File: src/rtl/axi_lite_pkg.sv
// rtl/axi_lite_pkg.sv - shared AXI-Lite types, response codes, FSM encodings and strobe merge
//
// Contents:
//   resp_t / RESP_OKAY / RESP_SLVERR : response encodings
//   strb_t                           : fixed 32-bit-bus strobe type kept for older users
//   w_state_t / r_state_t            : write and read FSM state encodings
//   strb_merge()                     : byte-lane merge of a new word over an old one (up to 64 bits)
package axi_lite_pkg;

   typedef logic [1:0] resp_t;
   localparam resp_t RESP_OKAY   = 2'b00;
   localparam resp_t RESP_SLVERR = 2'b10;

   // Older 32-bit-only blocks size their strobes with this; the parametrised bank does not.
   typedef logic [3:0] strb_t;

   typedef logic [1:0] w_state_t;
   localparam w_state_t W_IDLE   = 2'd0;
   localparam w_state_t W_HAVE_A = 2'd1;
   localparam w_state_t W_HAVE_D = 2'd2;
   localparam w_state_t W_RESP   = 2'd3;

   typedef logic [0:0] r_state_t;
   localparam r_state_t R_IDLE = 1'b0;
   localparam r_state_t R_RESP = 1'b1;

   // Sized for the widest supported bus; narrower callers zero-extend and truncate.
   function automatic logic [63:0] strb_merge(input logic [63:0] old_word,
                                              input logic [63:0] new_word,
                                              input logic [7:0]  strb);
      logic [63:0] merged;
      for (int b = 0; b < 8; b++) begin
         merged[b*8 +: 8] = strb[b] ? new_word[b*8 +: 8] : old_word[b*8 +: 8];
      end
      return merged;
   endfunction

endpackage

File: src/rtl/axi_lite_addr_dec.sv
// rtl/axi_lite_addr_dec.sv - combinational register index / in-range decode
//
// Ports:
//   addr     in  ADDR_W  byte address from AW or AR channel
//   idx      out IDX_W   register index (addr[ADDR_LSB +: IDX_W])
//   in_range out 1       word address (all bits above ADDR_LSB) below NUM_REGS
module axi_lite_addr_dec #(
   parameter int ADDR_W   = 8,
   parameter int ADDR_LSB = 2,
   parameter int IDX_W    = 2,
   parameter int NUM_REGS = 4
) (
   input  logic [ADDR_W-1:0] addr,
   output logic [IDX_W-1:0]  idx,
   output logic              in_range
);

   logic [31:0] word_addr;

   // Byte-offset bits within a word carry no meaning for register selection.
   wire unused_lsb = &{1'b0, addr[ADDR_LSB-1:0]};

   assign word_addr = 32'(addr[ADDR_W-1:ADDR_LSB]);
   assign in_range  = (word_addr < 32'(NUM_REGS));
   assign idx       = addr[ADDR_LSB +: IDX_W];

endmodule

File: src/rtl/axi_lite_regs.sv
// rtl/axi_lite_regs.sv - parametrised AXI4-Lite slave register bank
//
// Ports:
//   clk, rst_n                         clock, asynchronous active-low reset
//   awaddr/awvalid/awready             write address channel
//   wdata/wstrb/wvalid/wready          write data channel
//   bresp/bvalid/bready                write response channel
//   araddr/arvalid/arready             read address channel
//   rdata/rresp/rvalid/rready          read data channel
//   reg_o                              flat register contents, reg i at [i*DATA_W +: DATA_W]
//   wr_pulse_o                         one-cycle pulse per register after an in-range write
// Build option: AXIL_REGS_WSTRB_EN enables per-byte write strobes; otherwise full-word writes.
module axi_lite_regs
   import axi_lite_pkg::*;
#(
   parameter int ADDR_W   = 8,
   parameter int DATA_W   = 32,
   parameter int NUM_REGS = 4
) (
   input  logic                         clk,
   input  logic                         rst_n,
   input  logic [ADDR_W-1:0]            awaddr,
   input  logic                         awvalid,
   output logic                         awready,
   input  logic [DATA_W-1:0]            wdata,
   input  logic [DATA_W/8-1:0]          wstrb,
   input  logic                         wvalid,
   output logic                         wready,
   output logic [1:0]                   bresp,
   output logic                         bvalid,
   input  logic                         bready,
   input  logic [ADDR_W-1:0]            araddr,
   input  logic                         arvalid,
   output logic                         arready,
   output logic [DATA_W-1:0]            rdata,
   output logic [1:0]                   rresp,
   output logic                         rvalid,
   input  logic                         rready,
   output logic [NUM_REGS*DATA_W-1:0]   reg_o,
   output logic [NUM_REGS-1:0]          wr_pulse_o
);

   localparam int ADDR_LSB = (DATA_W == 64) ? 3 : 2;
   localparam int IDX_W    = (NUM_REGS > 1) ? $clog2(NUM_REGS) : 1;
   localparam int STRB_W   = DATA_W / 8;

   logic [DATA_W-1:0] regs [NUM_REGS];

   logic [IDX_W-1:0]  aw_idx, ar_idx, aw_idx_q, c_idx;
   logic              aw_ok, ar_ok, aw_ok_q, c_ok;
   logic [DATA_W-1:0] wdata_q, c_data, rd_word;
   logic [STRB_W-1:0] wstrb_q, c_strb;
   w_state_t          wstate, wnext;
   r_state_t          rstate, rnext;
   logic              aw_hs, w_hs, ar_hs, commit;

   axi_lite_addr_dec #(.ADDR_W(ADDR_W), .ADDR_LSB(ADDR_LSB), .IDX_W(IDX_W), .NUM_REGS(NUM_REGS))
      u_aw_dec (.addr(awaddr), .idx(aw_idx), .in_range(aw_ok));

   axi_lite_addr_dec #(.ADDR_W(ADDR_W), .ADDR_LSB(ADDR_LSB), .IDX_W(IDX_W), .NUM_REGS(NUM_REGS))
      u_ar_dec (.addr(araddr), .idx(ar_idx), .in_range(ar_ok));

`ifdef AXIL_REGS_WSTRB_EN
   function automatic logic [DATA_W-1:0] merge_word(input logic [DATA_W-1:0] old_word,
                                                    input logic [DATA_W-1:0] new_word,
                                                    input logic [STRB_W-1:0] strb);
      logic [63:0] m;
      m = strb_merge(64'(old_word), 64'(new_word), 8'(strb));
      return m[DATA_W-1:0];
   endfunction
`else
   wire unused_strb = &{1'b0, c_strb};
`endif

   assign aw_hs  = awvalid & awready;
   assign w_hs   = wvalid & wready;
   assign ar_hs  = arvalid & arready;
   assign bvalid = (wstate == W_RESP);
   assign rvalid = (rstate == R_RESP);

   // Whichever half arrived first was captured; the other comes straight off the bus.
   assign c_idx  = (wstate == W_HAVE_A) ? aw_idx_q : aw_idx;
   assign c_ok   = (wstate == W_HAVE_A) ? aw_ok_q  : aw_ok;
   assign c_data = (wstate == W_HAVE_D) ? wdata_q  : wdata;
   assign c_strb = (wstate == W_HAVE_D) ? wstrb_q  : wstrb;

   always_comb begin
      wnext  = wstate;
      commit = 1'b0;
      case (wstate)
         W_IDLE: begin
            if (aw_hs && w_hs) begin
               wnext  = W_RESP;
               commit = 1'b1;
            end else if (aw_hs) begin
               wnext = W_HAVE_A;
            end else if (w_hs) begin
               wnext = W_HAVE_D;
            end
         end
         W_HAVE_A: if (w_hs) begin
            wnext  = W_RESP;
            commit = 1'b1;
         end
         W_HAVE_D: if (aw_hs) begin
            wnext  = W_RESP;
            commit = 1'b1;
         end
         default: if (bvalid && bready) wnext = W_IDLE;
      endcase
   end

   // Readys are flops so they read 0 throughout reset and rise on the first edge after it.
   always_ff @(posedge clk or negedge rst_n) begin
      if (!rst_n) begin
         wstate     <= W_IDLE;
         awready    <= 1'b0;
         wready     <= 1'b0;
         bresp      <= RESP_OKAY;
         wr_pulse_o <= '0;
         aw_idx_q   <= '0;
         aw_ok_q    <= 1'b0;
         wdata_q    <= '0;
         wstrb_q    <= '0;
         for (int i = 0; i < NUM_REGS; i++) regs[i] <= '0;
      end else begin
         wstate     <= wnext;
         awready    <= (wnext == W_IDLE) || (wnext == W_HAVE_D);
         wready     <= (wnext == W_IDLE) || (wnext == W_HAVE_A);
         wr_pulse_o <= '0;
         if (aw_hs) begin
            aw_idx_q <= aw_idx;
            aw_ok_q  <= aw_ok;
         end
         if (w_hs) begin
            wdata_q <= wdata;
            wstrb_q <= wstrb;
         end
         if (commit) begin
            bresp <= c_ok ? RESP_OKAY : RESP_SLVERR;
            for (int i = 0; i < NUM_REGS; i++) begin
               if (c_ok && (c_idx == IDX_W'(i))) begin
`ifdef AXIL_REGS_WSTRB_EN
                  regs[i] <= merge_word(regs[i], c_data, c_strb);
`else
                  regs[i] <= c_data;
`endif
                  wr_pulse_o[i] <= 1'b1;
               end
            end
         end
      end
   end

   always_comb begin
      rnext = rstate;
      if (rstate == R_IDLE) begin
         if (ar_hs) rnext = R_RESP;
      end else if (rvalid && rready) begin
         rnext = R_IDLE;
      end
   end

   always_comb begin
      rd_word = '0;
      for (int i = 0; i < NUM_REGS; i++) begin
         if (ar_ok && (ar_idx == IDX_W'(i))) rd_word = regs[i];
      end
   end

   // rd_word samples regs before this edge's write lands, so a colliding read sees the old value.
   always_ff @(posedge clk or negedge rst_n) begin
      if (!rst_n) begin
         rstate  <= R_IDLE;
         arready <= 1'b0;
         rdata   <= '0;
         rresp   <= RESP_OKAY;
      end else begin
         rstate  <= rnext;
         arready <= (rnext == R_IDLE);
         if (ar_hs) begin
            rdata <= rd_word;
            rresp <= ar_ok ? RESP_OKAY : RESP_SLVERR;
         end
      end
   end

   always_comb begin
      reg_o = '0;
      for (int i = 0; i < NUM_REGS; i++) reg_o[i*DATA_W +: DATA_W] = regs[i];
   end

endmodule

File: config.mk
export PLATFORM = sky130hd
export DESIGN_NAME = axi_lite_regs
export DESIGN_NICKNAME = d
export VERILOG_FILES = /design/src/rtl/axi_lite_pkg.sv /design/src/rtl/axi_lite_addr_dec.sv /design/src/rtl/axi_lite_regs.sv
export SDC_FILE = /design/constraint.sdc
export NUM_CORES = 1
export LEC_CHECK = 0
export CAP_MARGIN = 20
export CORE_MARGIN = 4
export CORE_UTILIZATION = 49
export DETAILED_ROUTE_END_ITERATION = 7
export GPL_TIMING_DRIVEN = 0
export PLACE_DENSITY_LB_ADDON = 0.15
export SLEW_MARGIN = 25
export SYNTH_ARGS = -nofsm -noshare
export SYNTH_HDL_FRONTEND = slang
export SYNTH_HIERARCHICAL = 1
export SYNTH_SLANG_ARGS = --single-unit
File: constraint.sdc
create_clock -name clk -period 2.58 [get_ports clk]
set_input_delay 0.516 -clock clk [delete_from_list [all_inputs] [get_ports clk]]
set_output_delay 0.516 -clock clk [all_outputs]
set_load 0.03 [all_outputs]
==> results by group <==
Global routing
  – Grt total ovfl: 0
  – Met3 global-route usage: 6.81%
  – First-pass GRT wire length: 40.2 mm
  – Largest net degree at the start of global routing: 98
  – Total track usage: 25.2%
  – Initial antenna violation count: 0
  – GRT busiest layer: met2
  – Vias in the first global route: 7127
  – M1 GR Usage: 31.9%
  – Grt met2 use: 42.3%

Place
  – I/O Buffers: 217
  – HPWL Detailed: 18.2 mm
  – GP Congestion: 0.776
  – Dpl ws: -702 ps
  – Placed cell count: 1102

Routing
  – WL per Instance: 23.1 um
  – Drt pass-1 iters: 4
  – Final WL: 26.4 mm
  – Iteration-0 DRC Markers: 367
  – Via Count: 6440
  – Vias/cell: 5.63
  – DRC violations left: 0
  – Antenna-violating nets left: 0

Logic synthesis
  – Yosys warnings: 6
  – XOR/XNOR Fraction of Synth Area: 0%
  – Post-Synth Simple-Gate Area: 4.71%
  – Number of synthesized register bits: 207
  – Adder-cell share of the synthesized area: 0%
  – Ys async rst share: 100%
  – Mean Syn Cell Area: 13.9 um2
  – Library cells used by synthesis: 33
  – Post-synthesis sequential area ratio: 56.9%
  – Mapped Cells: 653
  – Mux cell area share after synthesis: 28.3%
  – Post-synthesis compound-gate area fraction: 6.64%
  – Main combinational cell family by area after synthesis: multiplexers
  – Mapped cell area: 0.00911 mm2
  – EDFF count, synth: 0
  – Top_reg_cell synth: dfrtp_1

Critical path
  – CP Capture Point: rdata[26]
  – R2R cell count: 5
  – CP max FO: 10
  – Buf/Inv on CP: 3
  – Worst setup path startpoint: araddr[7]
  – Worst path max stage delay: 410 ps
  – Worst R2R End: reg_o[53]
  – Top delay family on crit path: buffers and inverters
  – CP Depth: 8
  – R2R setup slack: 450 ps
  – CP Cell Sequence: clkdlybuf4s50_1 > nor4_2 > clkbuf_1 > nand2_1 > nor2_1 > buf_2 > a221oi_1 > nor2_1
  – Kind of end point of the critical path: flop
  – Worst path arrival time: 2860 ps
  – Crit path launch type: input pin
  – Worst path slowest cell: clkdlybuf4s50_1
  – Setup Crit Path Kind: input pin to flop
  – Worst path required time: 2980 ps
  – RR Startpoint: wstate[0]
  – CP dominant cell by count: nor2_1

Run status
  – Outcome: finished clean

Power and ir drop
  – Maximum VDD drop: 0.849 mV
  – Power after layout: 17.0 mW
  – Pwr Density: 1370 mW/mm2
  – Leakage: 5.65 nW

STA
  – Final Max Slew Viols: 0
  – Final hold vios: 0
  – Slew headroom: 46.0%
  – Highest clock rate: 407 MHz
  – Period utilisation layout: 95.3%
  – Worst-margin pin slew: 809 ps
  – Crit path time final: 2460 ps
  – Final worst slack: 122 ps
  – TNS Setup: 0 ps
  – Skew final: 21.8 ps
  – RSZ-0062 raised after global routing: false
  – Final setup fails: 0

Final layout
  – Core Util, Final: 68.4%
  – Finished Layout Cells: 1143
  – Layout cell share with drive strength beyond 1: 28.0%
  – Ant diodes: 0
  – Synth-to-layout area growth: 36.2%
  – # nets final: 958

CTS
  – Cts bufs inserted: 22
  – Htree depth: 1
  – Clock tree buffer depth: 3
  – Clock Sinks: 207
  – Clock slew at reported path FFs: 60 ps
  – Clock root buffer: clkbuf_16
  – Clock latency on the worst-skew pair: 500 ps
  – CTS tree: done

Die
  – CORE AREA: 0.0181 mm2
  – Die ar.: 0.0208 mm2
  – Row count: 49
  – Die height: 144 um
  – IO Pins: 232
  – Die width: 144 um
  – Initial Util: 50.2%

Run
  – Max-cap violations: 0

Worst hold path
  – HP Class: input pin to flop
## worst min path at each step
| stage | endpoint | slack (ps) | cells after the start | start |
|---|---|---|---|---|
| 2_1_floorplan | arready | 220 | 0 | rst_n |
| 3_3_place_gp | rresp[1] | 470 | 2 | rresp[1] |
| 3_5_place_dp | reg_o[46] | 370 | 1 | rst_n |
| 4_1_cts | aw_idx_q[0] | 280 | 2 | awaddr[2] |
| 5_1_grt | aw_idx_q[0] | 270 | 2 | awaddr[2] |
| 6_report | aw_idx_q[0] | 290 | 2 | awaddr[2] |
## cell usage in the layout, fill, tap and decap left out, drive strengths merged, types with 2 or more instances in the layout
master / n
a21oi: 4
a221oi: 32
and2: 3
buf: 34
clkbuf: 57
clkdlybuf4s50: 216
clkinv: 2
conb: 2
dfrtp: 207
inv: 6
mux2: 196
mux2i: 36
nand2: 5
nand3b: 3
nor2: 65
nor2b: 2
nor4: 2
o2bb2ai: 32
## per-layer routing
layer | vias up | routed length, um
li1 | 2865 | -
met3 | 43 | 2390
met5 | - | 0
met1 | 3266 | 10600
met2 | 266 | 12900
met4 | 0 | 551
## timing repair
action,4_1_cts,5_1_grt
setup buffers,0,1
hold buffers,1,0
endpoints found under the setup margin,16,5
hold endpoints to repair,20,0
resized for setup,2,1
## registers in the layout, indices dropped and copies added (netlist names)
register / flops
aw_ok_q: 1
awready: 1
rvalid: 1
arready: 1
wdata_q: 32
wstate: 2
wready: 1
wr_pulse_o: 4
aw_idx_q: 2
rresp: 1
reg_o: 128
bresp: 1
rdata: 32
## Yosys cell counts, types with 5 or more instances
cell type,number,share of area [%]
a221oi_1,32,3.1
buf_2,8,0.44
buf_4,12,0.99
buf_6,6,0.74
clkbuf_1,21,0.87
dfrtp_1,207,57
inv_1,6,0.25
mux2_1,17,2.1
mux2_2,179,22
mux2i_1,34,3.7
nand2_1,5,0.21
nor2_1,65,2.7
o2bb2ai_1,32,3.1
## through the flow
| step | instance area [um2] | hold slack [ps] |
|---|---|---|
| 2_1_floorplan | 9110 | 220 |
| 3_3_place_gp | 11600 | 471 |
| 3_5_place_dp | 11600 | 370 |
| 4_1_cts | 12400 | 277 |
| 5_1_grt | 12400 | 272 |
| 6_report | 12400 | 288 |
## cell type report
cell class | instances | area (um2)
clock buffer | 36 | 704
multi-input combinational | 390 | 3620
sequential | 207 | 5180
clock inverter | 3 | 40.0
timing repair buffer | 221 | 2260
inverter | 6 | 22.5
tap | 229 | 287
fill | 1301 | 5740
buffer | 51 | 295
## logic make-up (layout without fill, tap and decap cells)
| group | after synthesis | after routing |
|---|---|---|
| muxes | 232 | 232 |
| AOI/OAI and AO/OA | 70 | 70 |
| DFF | 207 | 207 |
| other | 1 | 2 |
| buffers and inverters | 57 | 317 |
| and+or+nand+nor | 86 | 86 |
## power by group
group | internal (mW) | leakage (nW) | switching, mW | total (mW)
sequential | 4.71 | 2.69 | 1.17 | 5.88
combinational | 3.61 | 2.58 | 4.32 | 7.92
clock | 1.95 | 0.369 | 1.22 | 3.17
total | 10.3 | 5.65 | 6.71 | 17.0
Power figures use the tool's default switching activity.
